### config.mk
export PLATFORM = sky130hd
export DESIGN_NAME = ord_tx
export DESIGN_NICKNAME = d
export VERILOG_FILES = /design/src/rtl/ord_tx.sv
export SDC_FILE = /design/constraint.sdc
export NUM_CORES = 1
export LEC_CHECK = 0
export BUFFER_PORTS_ARGS = -buffer_cell sky130_fd_sc_hd__buf_2
export CAP_MARGIN = 15
export CELL_PAD_IN_SITES_DETAIL_PLACEMENT = 2
export CELL_PAD_IN_SITES_GLOBAL_PLACEMENT = 2
export CORE_MARGIN = 5
export CORE_UTILIZATION = 44
export CTS_CLUSTER_DIAMETER = 40
export CTS_CLUSTER_SIZE = 24
export DETAILED_ROUTE_END_ITERATION = 8
export GPL_TIMING_DRIVEN = 1
export PLACE_DENSITY = 0.9
export SLEW_MARGIN = 20
export SYNTH_ARGS = -nofsm -noshare
export SYNTH_HDL_FRONTEND = slang
export SYNTH_SLANG_ARGS = --single-unit
### constraint.sdc
create_clock -name clk -period 6.2 [get_ports clk]
set_clock_uncertainty 0.15 [all_clocks]
set_input_delay 0.31 -clock clk [delete_from_list [all_inputs] [get_ports clk]]
set_output_delay 0.31 -clock clk [all_outputs]
set_load 0.03 [all_outputs]
### src/rtl/ord_tx.sv
// ord_tx: buffers 128-bit orders in a small FIFO and serializes each one
// into a 3-beat 64-bit Avalon-ST packet (header, payload high, payload low).
// Orders offered while the FIFO is full are lost and counted in drop_cnt.
module ord_tx #(
    parameter int unsigned FIFO_DEPTH     = 4,
    parameter logic [31:0] SEQ_INIT       = 32'h0000_0000,
    parameter int unsigned DROP_CNT_WIDTH = 16
) (
    input  logic                      clk,
    input  logic                      reset_n,
    input  logic                      ord_valid,
    input  logic [127:0]              ord_data,
    output logic                      ord_ready,
    output logic                      tx_valid,
    output logic [63:0]               tx_data,
    output logic                      tx_sop,
    output logic                      tx_eop,
    input  logic                      tx_ready,
    output logic [31:0]               seq_num,
    output logic [DROP_CNT_WIDTH-1:0] drop_cnt,
    input  logic                      drop_clr
);

    localparam int unsigned PW = (FIFO_DEPTH > 1) ? $clog2(FIFO_DEPTH) : 1;
    localparam int unsigned CW = PW + 1;

    typedef enum logic [1:0] {
        HDR = 2'd0,
        HI  = 2'd1,
        LO  = 2'd2
    } state_t;

    state_t          state;
    state_t          state_nxt;

    logic [127:0]    mem [FIFO_DEPTH];
    logic [PW-1:0]   wr_ptr;
    logic [PW-1:0]   rd_ptr;
    logic [CW-1:0]   count;
    logic [CW-1:0]   count_nxt;
    logic [127:0]    head;
    logic            empty;
    logic            wr_en;
    logic            pop;
    logic            drop;

    assign head  = mem[rd_ptr];
    assign empty = (count == '0);
    // ord_ready is a register, so a write is never helped by a same-cycle pop.
    assign wr_en = ord_valid && ord_ready;
    // tx_valid is always high in LO, so the LO handshake reduces to tx_ready.
    assign pop   = (state == LO) && tx_ready;
    assign drop  = ord_valid && !ord_ready;

    assign count_nxt = count + CW'(wr_en) - CW'(pop);

    // FIFO storage: written at the tail only, so the head stays stable mid-packet.
    always_ff @(posedge clk) begin
        if (wr_en) begin
            mem[wr_ptr] <= ord_data;
        end
    end

    // FIFO pointers, occupancy and the registered not-full flag.
    always_ff @(posedge clk or negedge reset_n) begin
        if (!reset_n) begin
            wr_ptr    <= '0;
            rd_ptr    <= '0;
            count     <= '0;
            ord_ready <= 1'b1;
        end else begin
            if (wr_en) begin
                wr_ptr <= wr_ptr + PW'(1);
            end
            if (pop) begin
                rd_ptr <= rd_ptr + PW'(1);
            end
            count     <= count_nxt;
            ord_ready <= (count_nxt != CW'(FIFO_DEPTH));
        end
    end

    // Packet FSM state register.
    always_ff @(posedge clk or negedge reset_n) begin
        if (!reset_n) begin
            state <= HDR;
        end else begin
            state <= state_nxt;
        end
    end

    // Beat selection and next state; outputs depend on state and FIFO head only.
    always_comb begin
        state_nxt = state;
        tx_valid  = 1'b0;
        tx_data   = '0;
        tx_sop    = 1'b0;
        tx_eop    = 1'b0;
        case (state)
            HDR: begin
                if (!empty) begin
                    tx_valid = 1'b1;
                    tx_data  = {seq_num, 16'h0000, 16'd16};
                    tx_sop   = 1'b1;
                    if (tx_ready) begin
                        state_nxt = HI;
                    end
                end
            end
            HI: begin
                tx_valid = 1'b1;
                tx_data  = head[127:64];
                if (tx_ready) begin
                    state_nxt = LO;
                end
            end
            LO: begin
                tx_valid = 1'b1;
                tx_data  = head[63:0];
                tx_eop   = 1'b1;
                if (tx_ready) begin
                    state_nxt = HDR;
                end
            end
            default: begin
                state_nxt = HDR;
            end
        endcase
    end

    // Sequence number advances once per completed packet, wrapping at 2^32.
    always_ff @(posedge clk or negedge reset_n) begin
        if (!reset_n) begin
            seq_num <= SEQ_INIT;
        end else if (pop) begin
            seq_num <= seq_num + 32'd1;
        end
    end

    // Saturating drop counter; a clear coincident with a drop leaves 1.
    always_ff @(posedge clk or negedge reset_n) begin
        if (!reset_n) begin
            drop_cnt <= '0;
        end else if (drop_clr) begin
            drop_cnt <= drop ? DROP_CNT_WIDTH'(1) : '0;
        end else if (drop && (drop_cnt != '1)) begin
            drop_cnt <= drop_cnt + DROP_CNT_WIDTH'(1);
        end
    end

endmodule

# Word-level counts from Yosys, hierarchy flattened
# Memories as Yosys holds them, arrays and structs flattened.
# Cells that the tools add are included.
dict set report classes {
  addsub 6
  multipliers 0
  div 0
  n_lt_le_gt_ge 0
  n_eq_ne 8
  n_shift 0
  n_mux 16
  bitwise 0
  reduce_logical 10
}
# op count
set op_table {}
lappend op_table {{$pmux W64 S3} 1}
lappend op_table {{$mux W64} 1}
lappend op_table {{$add A32 B1 Y32 const B} 1}
lappend op_table {{$mux W16} 2}
lappend op_table {{$add A16 B1 Y16 const B} 1}
lappend op_table {{$ne A16 B16 Y1 const B} 1}
lappend op_table {{$mux W2} 4}
lappend op_table {{$ne A2 B2 Y1 const B} 4}
lappend op_table {{$mux W1} 6}
lappend op_table {{$pmux W2 S3} 1}
lappend op_table {{$add A2 B1 Y2 const B} 2}
lappend op_table {{$logic_and A1 B1 Y1} 4}
lappend op_table {{$reduce_and A4 Y1} 1}
lappend op_table {{$add A3 B1 Y3} 1}
lappend op_table {{$logic_not A3 Y1} 1}
lappend op_table {{$ne A3 B3 Y1 const B} 1}
lappend op_table {{$sub A3 B1 Y3} 1}
lappend op_table {{$eq A2 B1 Y1 const B} 1}
lappend op_table {{$eq A2 B2 Y1 const B} 1}
lappend op_table {{$logic_not A2 Y1} 1}
lappend op_table {{$pmux W1 S2} 1}
lappend op_table {{$reduce_bool A2 Y1} 1}
lappend op_table {{$reduce_or A2 Y1} 1}
lappend op_table {{$logic_not A1 Y1} 1}
dict set report totals {
  ff_bits 58
  latchBits 0
  ram_bits 512
  romBits 0
  inputBits 133
  output_inout_bits 116
  word_cells 48
  memories 1
}
# memory words width rd rd_ports_with_merged_regs write_ports line
set mem_list {}
lappend mem_list {mem 4 128 1 0 1 36} ;# logic [127:0] mem [FIFO_DEPTH];

# Depth between registers and ports, before layout
dict set report depth {
  word_depth 5
  depth_mapped 10
  ltp_nobuf 10
}

# Least setup slack after synthesis
# No wires, ideal clock.
dict set report synth_path {
  kind {register to register}
  startpoint {register ord_ready}
  endpoint {memory mem[3][0], enable pin}
  setup_ns 0.503
  arrival_time_ns 3.702
  required_time_ns 5.547
  path_slack_ns 1.845
  stages_incl_launch_ff 2
  n_path_buf 0
  period_less_slack_ns 4.355
  path_cell_list {dfstp_2 > and3_1}
}
dict set report synth_via {
  elab_chain_cells 3
}
# item line
set synth_rtl {}
lappend synth_rtl {{start, declared} 13} ;# output logic ord_ready,
lappend synth_rtl {{start signal, assigned} 79} ;# ord_ready <= (count_nxt != CW'(FIFO_DEPTH));
lappend synth_rtl {{$logic_and A1 B1 Y1} 50} ;# assign wr_en = ord_valid && ord_ready;
lappend synth_rtl {{$mux W1} 59} ;# if (wr_en) begin
lappend synth_rtl {{$mux W1 (implied by the code)} 60} ;# mem[wr_ptr] <= ord_data;
lappend synth_rtl {{end, declared} 36}
# Every way passes these cells.

# Final worst setup path
dict set report layout_path {
  startpoint {register rd_ptr[0]}
  endpoint {output tx_data[4]}
}
dict set report layout_via {
  elab_chain_cells 2
}
# item line
set layout_rtl {}
lappend layout_rtl {{start, declared} 38} ;# logic [PW-1:0] rd_ptr;
lappend layout_rtl {{start signal, assigned} 76} ;# rd_ptr <= rd_ptr + PW'(1);
lappend layout_rtl {{$mem_v2 Z4 W128} --}
lappend layout_rtl {{$pmux W64 S3} 99} ;# case (state)
lappend layout_rtl {{end, declared} 15} ;# output logic [63:0] tx_data,
# Every way passes these cells.

==> qor.txt <==
Status -> finished clean
Fin area -> 28,800 um2
Setup slack after layout -> 2.13 ns
Post-Place Cell Area -> 24,300 um2
Total gr overflow -> 0
Crit path launch type -> register
GPL Wtd Cong -> 0.734
Yosys cell types -> 38
First-pass GRT wire length -> 108 mm
Die width -> 235 um
Setup Crit Path Kind -> reg2out
Main synth FF type -> edfxtp_1
Net count after synthesis -> 1,276
Fmax -> 0.246 GHz
Share of cells above drive strength 1 -> 0.347
Port bufs -> 248
Reg power frac -> 0.365
Crit share post-route -> 0.656
Final core utilization -> 0.574
Post-place setup slack -> 2.79 ns
Largest net degree at the start of global routing -> 129
CP endpoint kind -> output port
Vias in the first global route -> 15,100
RSZ-0062 raised after global routing -> false
Gr usage total -> 0.263
Starting density of the core -> 0.444
Required time worst endpoint -> 5.74 ns
Antenna violations before repair -> 4
Critical path peak fanout -> 70
Slew Limit Headroom -> 0.248
Pwr Density -> 512 nW/um2
DRT Pass-1 Iters -> 5
Detail-routed via count per cell -> 5.80
Clk network pwr share -> 0.361
Worst VDD drop -> 0.407 mV
Row count -> 82
CP arrival -> 3.61 ns
EDFF count, synth -> 512
Area of the core -> 50,200 um2
Final hold vios -> 0
Multi-input logic area -> 5230 um2
Post-route insts no fill -> 2,304
Register area share after synthesis -> 0.755
Syn-to-layout area delta -> 29.2%
IO Pins -> 249
Antenna Violating Nets Remaining -> 0
Initial DRC count -> 1,044
Drt total wl -> 73.6 mm
Inserted Clock Buffers -> 91
Register area -> 16,800 um2
Die H -> 235 um
CTS tree -> yes
Post-DP HPWL -> 39.5 mm
Placed cells -> 2,000
Asr flop ratio synth -> 0.102
Logic gate share of total power -> 0.273
Clock-pin transition on the worst setup and hold timing paths -> 0.05 ns
Final Max Tran Viols -> 0
Max_cap viols -> 0
Worst Max-Slew Pin Slew -> 1.13 ns
Sw Share -> 0.339
Fin nets -> 1,700
Syn avg cell area -> 19.7 um2
# Post-CTS Setup Buffers -> 0
Min-Delay Path Class -> in2async
Worst-Skew Late Latency -> 0.63 ns
Die area -> 55,300 um2
Mapped cell area -> 22,300 um2
LEAKAGE -> 0.0103 uW
Root Buffer -> clkbuf_16
Synth warn -> 0
#FFs+latches synth -> 570
H-Tree Depth -> 3
Gate Count Post-Synth -> 1,129
Final setup viols -> 0
Setup TNS -> 0 ns
Fin crit period -> 4.07 ns
Via count of the routed design -> 13,400
DRC errors left -> 0
Internal -> 9760 uW
Clk buf depth -> 3
CTS Sinks -> 570
Fillers -> 4,158
Wirelength per Cell -> 31.9 um
Post-CTS resize count -> 0
Net load switching power -> 5010 uW
-- metal layers --
metal / up-vias / wire, um / global-route usage
met5: - / 13 / 0
met4: 2 / 1860 / 0.0752
met3: 114 / 4480 / 0.0566
met2: 588 / 39100 / 0.467
met1: 7133 / 28200 / 0.329
li1: 5529 / - / -
-- path summary, 6_finish.rpt --
path                       cells past startpoint  slack (ns)      endpoint     startpoint
max in group asynchronous                      3        5.03     rd_ptr[1]        reset_n
min in group clk                               2        0.28   mem[0][112]  ord_data[112]
min reg2reg                                    1        0.39      count[0]       count[0]
max                                            5        2.13    tx_data[4]      rd_ptr[0]
max reg2reg                                   10        3.05     ord_ready       state[0]
min                                            3        0.25  drop_cnt[15]        reset_n
-- stage by stage --
stage / total power, uW / hold slack, ns
after floorplan: 7980 / -0.136
after global placement: 9050 / 0.355
after detailed placement: 9300 / 0.375
after CTS: 14700 / 0.256
after global routing: 15300 / 0.276
final: 14800 / 0.252
-- sequential cells by signal, summed over array words and instances, names as in the netlist --
register	count
mem	512
seq_num	32
drop_cnt	16
count	3
rd_ptr	2
state	2
wr_ptr	2
ord_ready	1
-- cells in the mapped netlist, drive strengths merged, types with 9 or more instances --
library cell | count | area share
a22oi | 63 | 0.021
inv | 10 | 0.0017
nor2 | 44 | 0.0074
nand2 | 50 | 0.0084
a21oi | 47 | 0.011
nand3 | 16 | 0.0036
ha | 13 | 0.0073
buf | 31 | 0.0066
clkbuf | 31 | 0.0052
edfxtp | 512 | 0.69
mux4 | 128 | 0.13
nand4 | 22 | 0.0062
o31ai | 9 | 0.0030
dfrtp | 57 | 0.064
xnor2 | 32 | 0.013
-- final cells by class --
type	count	area share
antenna	3	0.000261
clock inverter	63	0.0259
multi-input combinational	487	0.182
sequential	570	0.584
inverter	10	0.00130
tap	672	0.0292
clock buffer	106	0.0839
timing repair buffer	393	0.0936
-- critical path: stages, from the launching register on --
cell and delay [ns]:
dfrtp_4 0.95, buf_12 0.54, mux4_2 0.59, a221oi_1 0.35, nor2_1 0.11, buf_2 0.25
-- kinds of logic (layout without fill, tap and decap cells) --
logic type	after synthesis	after routing	share of synthesized area
adder cells (fa/ha/maj)	14	14	0.00819
AO/OA/AOI/OAI	125	125	0.0365
other	0	3	0
AND/OR/NAND/NOR	178	178	0.0405
flip-flops	570	570	0.755
XOR/XNOR	36	36	0.0141
multiplexers	134	134	0.132
buffers and inverters	72	572	0.0135
-- cell usage in the layout, fill, tap and decap left out, types with 5 or more instances in the layout --
cell             n
clkinv_4         7
dlygate4sd3_1  132
inv_1           10
clkbuf_1        10
nor2_1          44
and4_1           5
a21oi_1         47
buf_2          248
nand3_1         16
nand4_1         22
a22oi_1         63
xnor2_1         32
bufinv_16       11
dfrtp_1         55
mux4_2         128
o31ai_1          9
mux2_2           5
buf_4           10
clkinv_2        12
or3_1            5
nor2b_1          5
inv_6           12
nand2_1         50
ha_1            10
or4_1            8
clkinvlp_4      10
edfxtp_1       512
clkbuf_16       94
-- timing repair --
action / 4_1_cts / 5_1_grt
hold buffers: 132 / 0
endpoints found under the hold margin: 585 / 0
setup endpoints to repair: 0 / 0
-- power by group through the flow --
stage          clock network (uW)  logic (uW)  registers, uW
2_1_floorplan                   0        2730           5240
3_3_place_gp                    0        3740           5310
3_5_place_dp                    0        3870           5420
4_1_cts                      5330        4000           5370
5_1_grt                      5610        4230           5440
6_report                     5340        4040           5390
No activity file was read; power rests on OpenSTA's default activity.
